--- config.mk ---
export PLATFORM = sky130hd
export DESIGN_NAME = rtc_bus_mst
export DESIGN_NICKNAME = d
export VERILOG_FILES = /design/src/rtl/rtc_bus_mst.sv
export SDC_FILE = /design/constraint.sdc
export NUM_CORES = 1
export LEC_CHECK = 0
export CAP_MARGIN = 25
export CELL_PAD_IN_SITES_DETAIL_PLACEMENT = 1
export CELL_PAD_IN_SITES_GLOBAL_PLACEMENT = 2
export CORE_MARGIN = 5
export CORE_UTILIZATION = 31
export CTS_BUF_LIST = sky130_fd_sc_hd__clkbuf_4 sky130_fd_sc_hd__clkbuf_8
export DETAILED_ROUTE_END_ITERATION = 8
export PLACE_DENSITY_LB_ADDON = 0.1
export SYNTH_ARGS = -nofsm -noshare
export SYNTH_HDL_FRONTEND = slang
export SYNTH_SLANG_ARGS = --single-unit
--- constraint.sdc ---
create_clock -name bus2ip_clk -period 3 [get_ports bus2ip_clk]
set_input_delay 0.75 -clock bus2ip_clk [delete_from_list [all_inputs] [get_ports bus2ip_clk]]
set_output_delay 0.75 -clock bus2ip_clk [all_outputs]
set_load 0.02 [all_outputs]
--- src/rtl/rtc_bus_mst.sv ---
// rtc_bus_mst: command-driven bus master for the ptpv2 RTC block (time reads, offset writes, clear).
// Optional macro RTC_MST_COHERENT_RD_EN: re-read the seconds word after a read and retry one pass on change.

`ifndef PTPV2_DEFINES_VH
`define PTPV2_DEFINES_VH
`define RTC_BLK_ADDR   24'h000A00
`define RTC_CTL_ADDR   8'h00
`define NS_OFST_ADDR   8'h08
`define SC_OFST_ADDR0  8'h0C
`define SC_OFST_ADDR1  8'h10
`define CUR_TM_ADDR0   8'h20
`define CUR_TM_ADDR1   8'h24
`define CUR_TM_ADDR2   8'h28
`define PTS_ADDR0      8'h30
`define PTS_ADDR1      8'h34
`define PTS_ADDR2      8'h38
`endif

module rtc_bus_mst (
    input  logic        bus2ip_clk,
    input  logic        bus2ip_rst_n,
    input  logic        cmd_valid_i,
    input  logic [1:0]  cmd_op_i,
    input  logic [31:0] cmd_ns_ofst_i,
    input  logic [47:0] cmd_sc_ofst_i,
    input  logic        intxms_sel_i,
    output logic        cmd_ready_o,
    output logic        rsp_valid_o,
    output logic [79:0] rsp_std_o,
    output logic [15:0] rsp_fns_o,
    output logic [31:0] bus2ip_addr_o,
    output logic [31:0] bus2ip_data_o,
    output logic        bus2ip_rd_ce_o,
    output logic        bus2ip_wr_ce_o,
    input  logic [31:0] ip2bus_data_i
);

    localparam int unsigned DW   = 32;
    localparam int unsigned SCW  = 48;
    localparam int unsigned STDW = 80;
    localparam int unsigned FNSW = 16;
    localparam int unsigned IW   = 2;

    typedef enum logic [2:0] {
        ST_IDLE = 3'd0,
        ST_RD   = 3'd1,
        ST_RWT  = 3'd2,
        ST_WR   = 3'd3,
        ST_GAP  = 3'd4,
        ST_DONE = 3'd5
    } state_e;

    state_e            state_q, state_d;
    logic [IW-1:0]     idx_q, idx_d;
    logic [1:0]        op_q, op_d;
    logic [DW-1:0]     ns_q, ns_d;
    logic [SCW-1:0]    sc_q, sc_d;
    logic              sel_q, sel_d;
    logic [DW-1:0]     w0_q, w0_d;
    logic [DW-1:0]     w1_q, w1_d;
`ifdef RTC_MST_COHERENT_RD_EN
    logic [DW-1:0]     w2_q, w2_d;
    logic              retry_q, retry_d;
`endif

    logic              ready_q, ready_d;
    logic              rsp_valid_q, rsp_valid_d;
    logic [STDW-1:0]   rsp_std_q, rsp_std_d;
    logic [FNSW-1:0]   rsp_fns_q, rsp_fns_d;
    logic [DW-1:0]     addr_q, addr_d;
    logic [DW-1:0]     data_q, data_d;
    logic              rd_ce_q, rd_ce_d;
    logic              wr_ce_q, wr_ce_d;

    logic              accept_c;
    logic [DW-1:0]     w2_c;

    assign accept_c = cmd_valid_i & ready_q;

    // Third word as seen on the transition into DONE: live bus data unless it came from the re-read.
`ifdef RTC_MST_COHERENT_RD_EN
    assign w2_c = (idx_q == 2'd2) ? ip2bus_data_i : w2_q;
`else
    assign w2_c = ip2bus_data_i;
`endif

    function automatic logic [7:0] rd_ofst(input logic pts, input logic [IW-1:0] idx);
        logic [7:0] o;
        case (idx)
            2'd1:    o = pts ? `PTS_ADDR1 : `CUR_TM_ADDR1;
            2'd2:    o = pts ? `PTS_ADDR2 : `CUR_TM_ADDR2;
            default: o = pts ? `PTS_ADDR0 : `CUR_TM_ADDR0;  // idx 3 re-reads w0
        endcase
        return o;
    endfunction

    // State and output registers.
    always_ff @(posedge bus2ip_clk) begin
        if (!bus2ip_rst_n) begin
            state_q     <= ST_IDLE;
            idx_q       <= '0;
            op_q        <= '0;
            ns_q        <= '0;
            sc_q        <= '0;
            sel_q       <= 1'b0;
            w0_q        <= '0;
            w1_q        <= '0;
`ifdef RTC_MST_COHERENT_RD_EN
            w2_q        <= '0;
            retry_q     <= 1'b0;
`endif
            ready_q     <= 1'b0;
            rsp_valid_q <= 1'b0;
            rsp_std_q   <= '0;
            rsp_fns_q   <= '0;
            addr_q      <= '0;
            data_q      <= '0;
            rd_ce_q     <= 1'b0;
            wr_ce_q     <= 1'b0;
        end else begin
            state_q     <= state_d;
            idx_q       <= idx_d;
            op_q        <= op_d;
            ns_q        <= ns_d;
            sc_q        <= sc_d;
            sel_q       <= sel_d;
            w0_q        <= w0_d;
            w1_q        <= w1_d;
`ifdef RTC_MST_COHERENT_RD_EN
            w2_q        <= w2_d;
            retry_q     <= retry_d;
`endif
            ready_q     <= ready_d;
            rsp_valid_q <= rsp_valid_d;
            rsp_std_q   <= rsp_std_d;
            rsp_fns_q   <= rsp_fns_d;
            addr_q      <= addr_d;
            data_q      <= data_d;
            rd_ce_q     <= rd_ce_d;
            wr_ce_q     <= wr_ce_d;
        end
    end

    // Next-state, command latch, word capture and response update.
    always_comb begin
        state_d   = state_q;
        idx_d     = idx_q;
        op_d      = op_q;
        ns_d      = ns_q;
        sc_d      = sc_q;
        sel_d     = sel_q;
        w0_d      = w0_q;
        w1_d      = w1_q;
`ifdef RTC_MST_COHERENT_RD_EN
        w2_d      = w2_q;
        retry_d   = retry_q;
`endif
        rsp_std_d = rsp_std_q;
        rsp_fns_d = rsp_fns_q;

        unique case (state_q)
            ST_IDLE: begin
                if (accept_c) begin
                    op_d  = cmd_op_i;
                    ns_d  = cmd_ns_ofst_i;
                    sc_d  = cmd_sc_ofst_i;
                    sel_d = intxms_sel_i;
                    idx_d = 2'd0;
                    if (!cmd_op_i[1]) begin
                        state_d = ST_RD;
                    end else begin
                        state_d = ST_WR;
                        // Clear skips straight to the control write.
                        if (cmd_op_i[0]) idx_d = 2'd3;
                    end
                end
            end
            ST_RD: state_d = ST_RWT;
            ST_RWT: begin
                state_d = ST_RD;
                idx_d   = idx_q + 2'd1;
                case (idx_q)
                    2'd0: w0_d = ip2bus_data_i;
                    2'd1: w1_d = ip2bus_data_i;
`ifdef RTC_MST_COHERENT_RD_EN
                    2'd2: begin
                        w2_d = ip2bus_data_i;
                        if (retry_q) state_d = ST_DONE;
                    end
                    default: begin
                        if (ip2bus_data_i == w0_q) begin
                            state_d = ST_DONE;
                        end else begin
                            retry_d = 1'b1;
                            idx_d   = 2'd0;
                        end
                    end
`else
                    default: state_d = ST_DONE;
`endif
                endcase
                if (state_d == ST_DONE) begin
                    rsp_std_d = {w0_q, w1_q, w2_c[31:16]};
                    rsp_fns_d = w2_c[15:0];
                end
            end
            ST_WR: begin
                if (idx_q == 2'd3) begin
                    state_d = ST_GAP;
                    idx_d   = 2'd0;
                end else begin
                    idx_d = idx_q + 2'd1;
                end
            end
            ST_GAP: begin
                if (idx_q == 2'd2) state_d = ST_DONE;
                else               idx_d   = idx_q + 2'd1;
            end
            ST_DONE: begin
                state_d = ST_IDLE;
                idx_d   = 2'd0;
`ifdef RTC_MST_COHERENT_RD_EN
                retry_d = 1'b0;
`endif
            end
            default: begin
                state_d = ST_IDLE;
                idx_d   = 2'd0;
            end
        endcase
    end

    // Output register inputs, decoded from the state being entered.
    always_comb begin
        ready_d     = (state_d == ST_IDLE);
        rsp_valid_d = (state_d == ST_DONE);
        rd_ce_d     = (state_d == ST_RD);
        wr_ce_d     = (state_d == ST_WR);
        addr_d      = '0;
        data_d      = '0;
        if (rd_ce_d) begin
            addr_d = {`RTC_BLK_ADDR, rd_ofst(op_d[0], idx_d)};
        end else if (wr_ce_d) begin
            case (idx_d)
                2'd0: begin
                    addr_d = {`RTC_BLK_ADDR, `NS_OFST_ADDR};
                    data_d = ns_d;
                end
                2'd1: begin
                    addr_d = {`RTC_BLK_ADDR, `SC_OFST_ADDR0};
                    data_d = {16'h0, sc_d[47:32]};
                end
                2'd2: begin
                    addr_d = {`RTC_BLK_ADDR, `SC_OFST_ADDR1};
                    data_d = sc_d[31:0];
                end
                default: begin
                    addr_d = {`RTC_BLK_ADDR, `RTC_CTL_ADDR};
                    data_d = {29'h0, sel_d, op_d[0], ~op_d[0]};
                end
            endcase
        end
    end

    assign cmd_ready_o    = ready_q;
    assign rsp_valid_o    = rsp_valid_q;
    assign rsp_std_o      = rsp_std_q;
    assign rsp_fns_o      = rsp_fns_q;
    assign bus2ip_addr_o  = addr_q;
    assign bus2ip_data_o  = data_q;
    assign bus2ip_rd_ce_o = rd_ce_q;
    assign bus2ip_wr_ce_o = wr_ce_q;

endmodule
==> flow_metrics.env <==
export IMPL_outcome="finished clean"
export IMPL_area_growth_syn_to_layout_pct=37.3
export IMPL_skew_ps=18.2
export IMPL_rows=68
export IMPL_clk_pin_slew_ps=60
export IMPL_synthTopCellsByCount="nand2_1 (477), dfxtp_1 (287), a21oi_1 (230), clkbuf_1 (48), buf_4 (35)"
export IMPL_overflow=0
export IMPL_synth_edf_count=0
export IMPL_worstHoldStart="w0_q[19]"
export IMPL_drcViolationCount=0
export IMPL_die_x_um=197
export IMPL_drt_iter0_drc=342
export IMPL_vias=9339
export IMPL_chipHeight_um=197
export IMPL_track_usage_pct=16.8
export IMPL_drt_first_pass_iters=4
export IMPL_relSlewSlack_pct=65.1
export IMPL_core_mm2=0.0346
export IMPL_ys_top_cells_by_area="dfxtp_1 (53%), nand2_1 (16%), a21oi_1 (11%)"
export IMPL_path_class="reg -> out"
export IMPL_crit_path_max_incr_delay_ps=670
export IMPL_timing_rr_start="state_q[2]"
export IMPL_ir_worst_vdd_mv=0.262
export IMPL_hpwl_um=22400
export IMPL_initial_core_util_pct=31.5
export IMPL_clk_latency_ps=560
export IMPL_seqCellArea_mm2=0.00575
export IMPL_cts_tree="done"
export IMPL_synth_cell_type_count=42
export IMPL_clock_sinks=287
export IMPL_ant_nets=0
export IMPL_worst_setup_path_start_kind="flip-flop"
export IMPL_final_cell_area_mm2=0.0150
export IMPL_crit_arrival_ps=1710
export IMPL_hold_buffers=0
export IMPL_drive_gt1_share_pct=10.5
export IMPL_clockBufferDepth=3
export IMPL_layout_setup_ws_ps=543
export IMPL_antenna_found_initial=1
export IMPL_hp_class="reg -> reg"
export IMPL_ys_seq_area_share_pct=52.7
export IMPL_ctsResizeCount=0
export IMPL_worstPathRequired_ps=2250
export IMPL_grt_max_degree=65
export IMPL_synth_most_common_cell="nand2_1"
export IMPL_portBuffers=255
export IMPL_antennaDiodeCount=0
export IMPL_grt_pass1_vias=9861
export IMPL_crit_path_end_kind="output pin"
export IMPL_placed_cell_area_mm2=0.0139
export IMPL_slowest_stage="clkdlybuf4s50_1"
export IMPL_ios=282
export IMPL_avgSynthCellArea_um2=8.51
export IMPL_hold_viol_final=0
export IMPL_multi_input_area_mm2=0.00460
export IMPL_place_congestion=0.750
export IMPL_layout_nets=1648
export IMPL_synth_cells=1281
export IMPL_cts_setup_buffers=0
export IMPL_final_period_utilization_pct=81.9
export IMPL_grt_pass1_wl_um=53900
export IMPL_slew_violations=0
export IMPL_synth_async_reset_ratio_pct=0
export IMPL_setup_viol_count_final=0
export IMPL_tns_ps=0
export IMPL_place_ws_ps=79.3
export IMPL_numCtsBuffers=51
export IMPL_worstMarginPinSlew_ps=523
export IMPL_nFillCells=4020
export IMPL_fin_crit_ps=2460
export IMPL_drt_total_wl_um=33600
export IMPL_crit_family="buffers and inverters"
export IMPL_maxClockFrequency_mhz=407
export IMPL_cts_htree_levels=2
export IMPL_drv_cap=0
export IMPL_cp_num_buf_inv=1
export IMPL_cp_cell_sequence="clkdlybuf4s50_1"
export IMPL_power_density_mw_per_mm2=597
export IMPL_place_inst=1927
export IMPL_viasPerCell=4.63
export IMPL_ys_warn_count=0
export IMPL_p_leak_uw=0.00520
export IMPL_syn_area_mm2=0.0109
export IMPL_root_buffer="clkbuf_8"
export IMPL_stdcell_count=2017
export IMPL_die_area_mm2=0.0390
export IMPL_ys_flop_type="dfxtp_1"
export IMPL_grt_setup_unrepaired="no"
export IMPL_startpoint="cmd_ready_o"
export IMPL_synth_seq_cells=287
export IMPL_wl_per_cell_um=16.7
export IMPL_yosysTopAreaCell="dfxtp_1"
export IMPL_critPathMaxFanout=6
export IMPL_yosysTopAreaCellShare_pct=52.7
## path summary, 6_finish.rpt
| path | endpoint | slack (ps) | cells past startpoint |
|---|---|---|---|
| min reg2reg | rsp_std_o[67] | 440 | 2 |
| max reg2reg | bus2ip_data_o[0] | 710 | 7 |
| max | cmd_ready_o | 540 | 1 |
| min | rsp_std_o[67] | 440 | 2 |
## registers in the layout, summed over array words and instances, names as in the netlist
name	flops
ns_q	32
state_q	3
sel_q	1
sc_q	48
bus2ip_wr_ce_o	1
op_q	1
bus2ip_data_o	32
w1_q	32
w0_q	32
rsp_std_o	80
cmd_ready_o	1
rsp_fns_o	16
rsp_valid_o	1
idx_q	2
bus2ip_addr_o	5
## worst min-delay path, cell delays in order (launching register included)
cell     delay, ps
dfxtp_1        310
nand2_1         50
a21oi_1         50
## area by class of cell
class,count,area share (%)
clock inverters,5,0.167
well taps,455,3.80
inverters,7,0.226
repair buffers,287,19.7
multi-input cells,891,30.8
clock buffers,85,6.98
flip-flops and latches,287,38.4
## where the power goes
part	internal, µW	total (µW)	switching, µW	leakage [µW]
Clock	2180	3750	1570	0.000579
Sequential	3950	4030	78.5	0.00232
Combinational	540	1160	618	0.00230
Total	6660	8940	2270	0.00520
## through the flow
step	hold WS, ps	utilization, %	total power, µW
final	436	43.2	8940
after global routing	460	43.2	9400
after CTS	452	43.2	9090
after detailed placement	444	40.1	5280
after global placement	435	40.1	5270
after floorplan	429	-	4820
## cells in the final DEF (no fill, tap or decap), types with 2 or more instances in the layout
master           count
dfxtp_1            287
clkinv_2             5
buf_4               20
and2_4               2
nand3_1              5
a21oi_1            230
a31oi_1              3
buf_12              12
mux2i_1             19
nand2_4              2
mux4_2              30
nor2_1              28
inv_1                5
nand2_1            476
clkdlybuf4s50_1    255
ha_1                 5
o211ai_1             2
a21boi_0             2
a311oi_1             2
clkbuf_8            65
o21ai_1             16
conb_1              26
and2_1               4
nor2b_1             20
nand2b_1             2
clkbuf_4            20
## layer usage
| metal | up-vias | GRT usage, % | share of wire [%] |
|---|---|---|---|
| met5 | - | 0 | 0.039 |
| met4 | 2 | 3.88 | 1.4 |
| met3 | 40 | 4.23 | 6.1 |
| met2 | 204 | 27.9 | 47 |
| met1 | 4459 | 22.1 | 45 |
| li1 | 4634 | - | - |
## cell families after synthesis
logic type	synth area share (%)
other	0.0344
buffers and inverters	6.07
multiplexers	8.05
adder cells (fa/ha/maj)	0.574
flip-flops	52.7
AO/OA/AOI/OAI	12.6
AND/OR/NAND/NOR	19.9
Note: power is estimated with default switching activity, not from simulation.
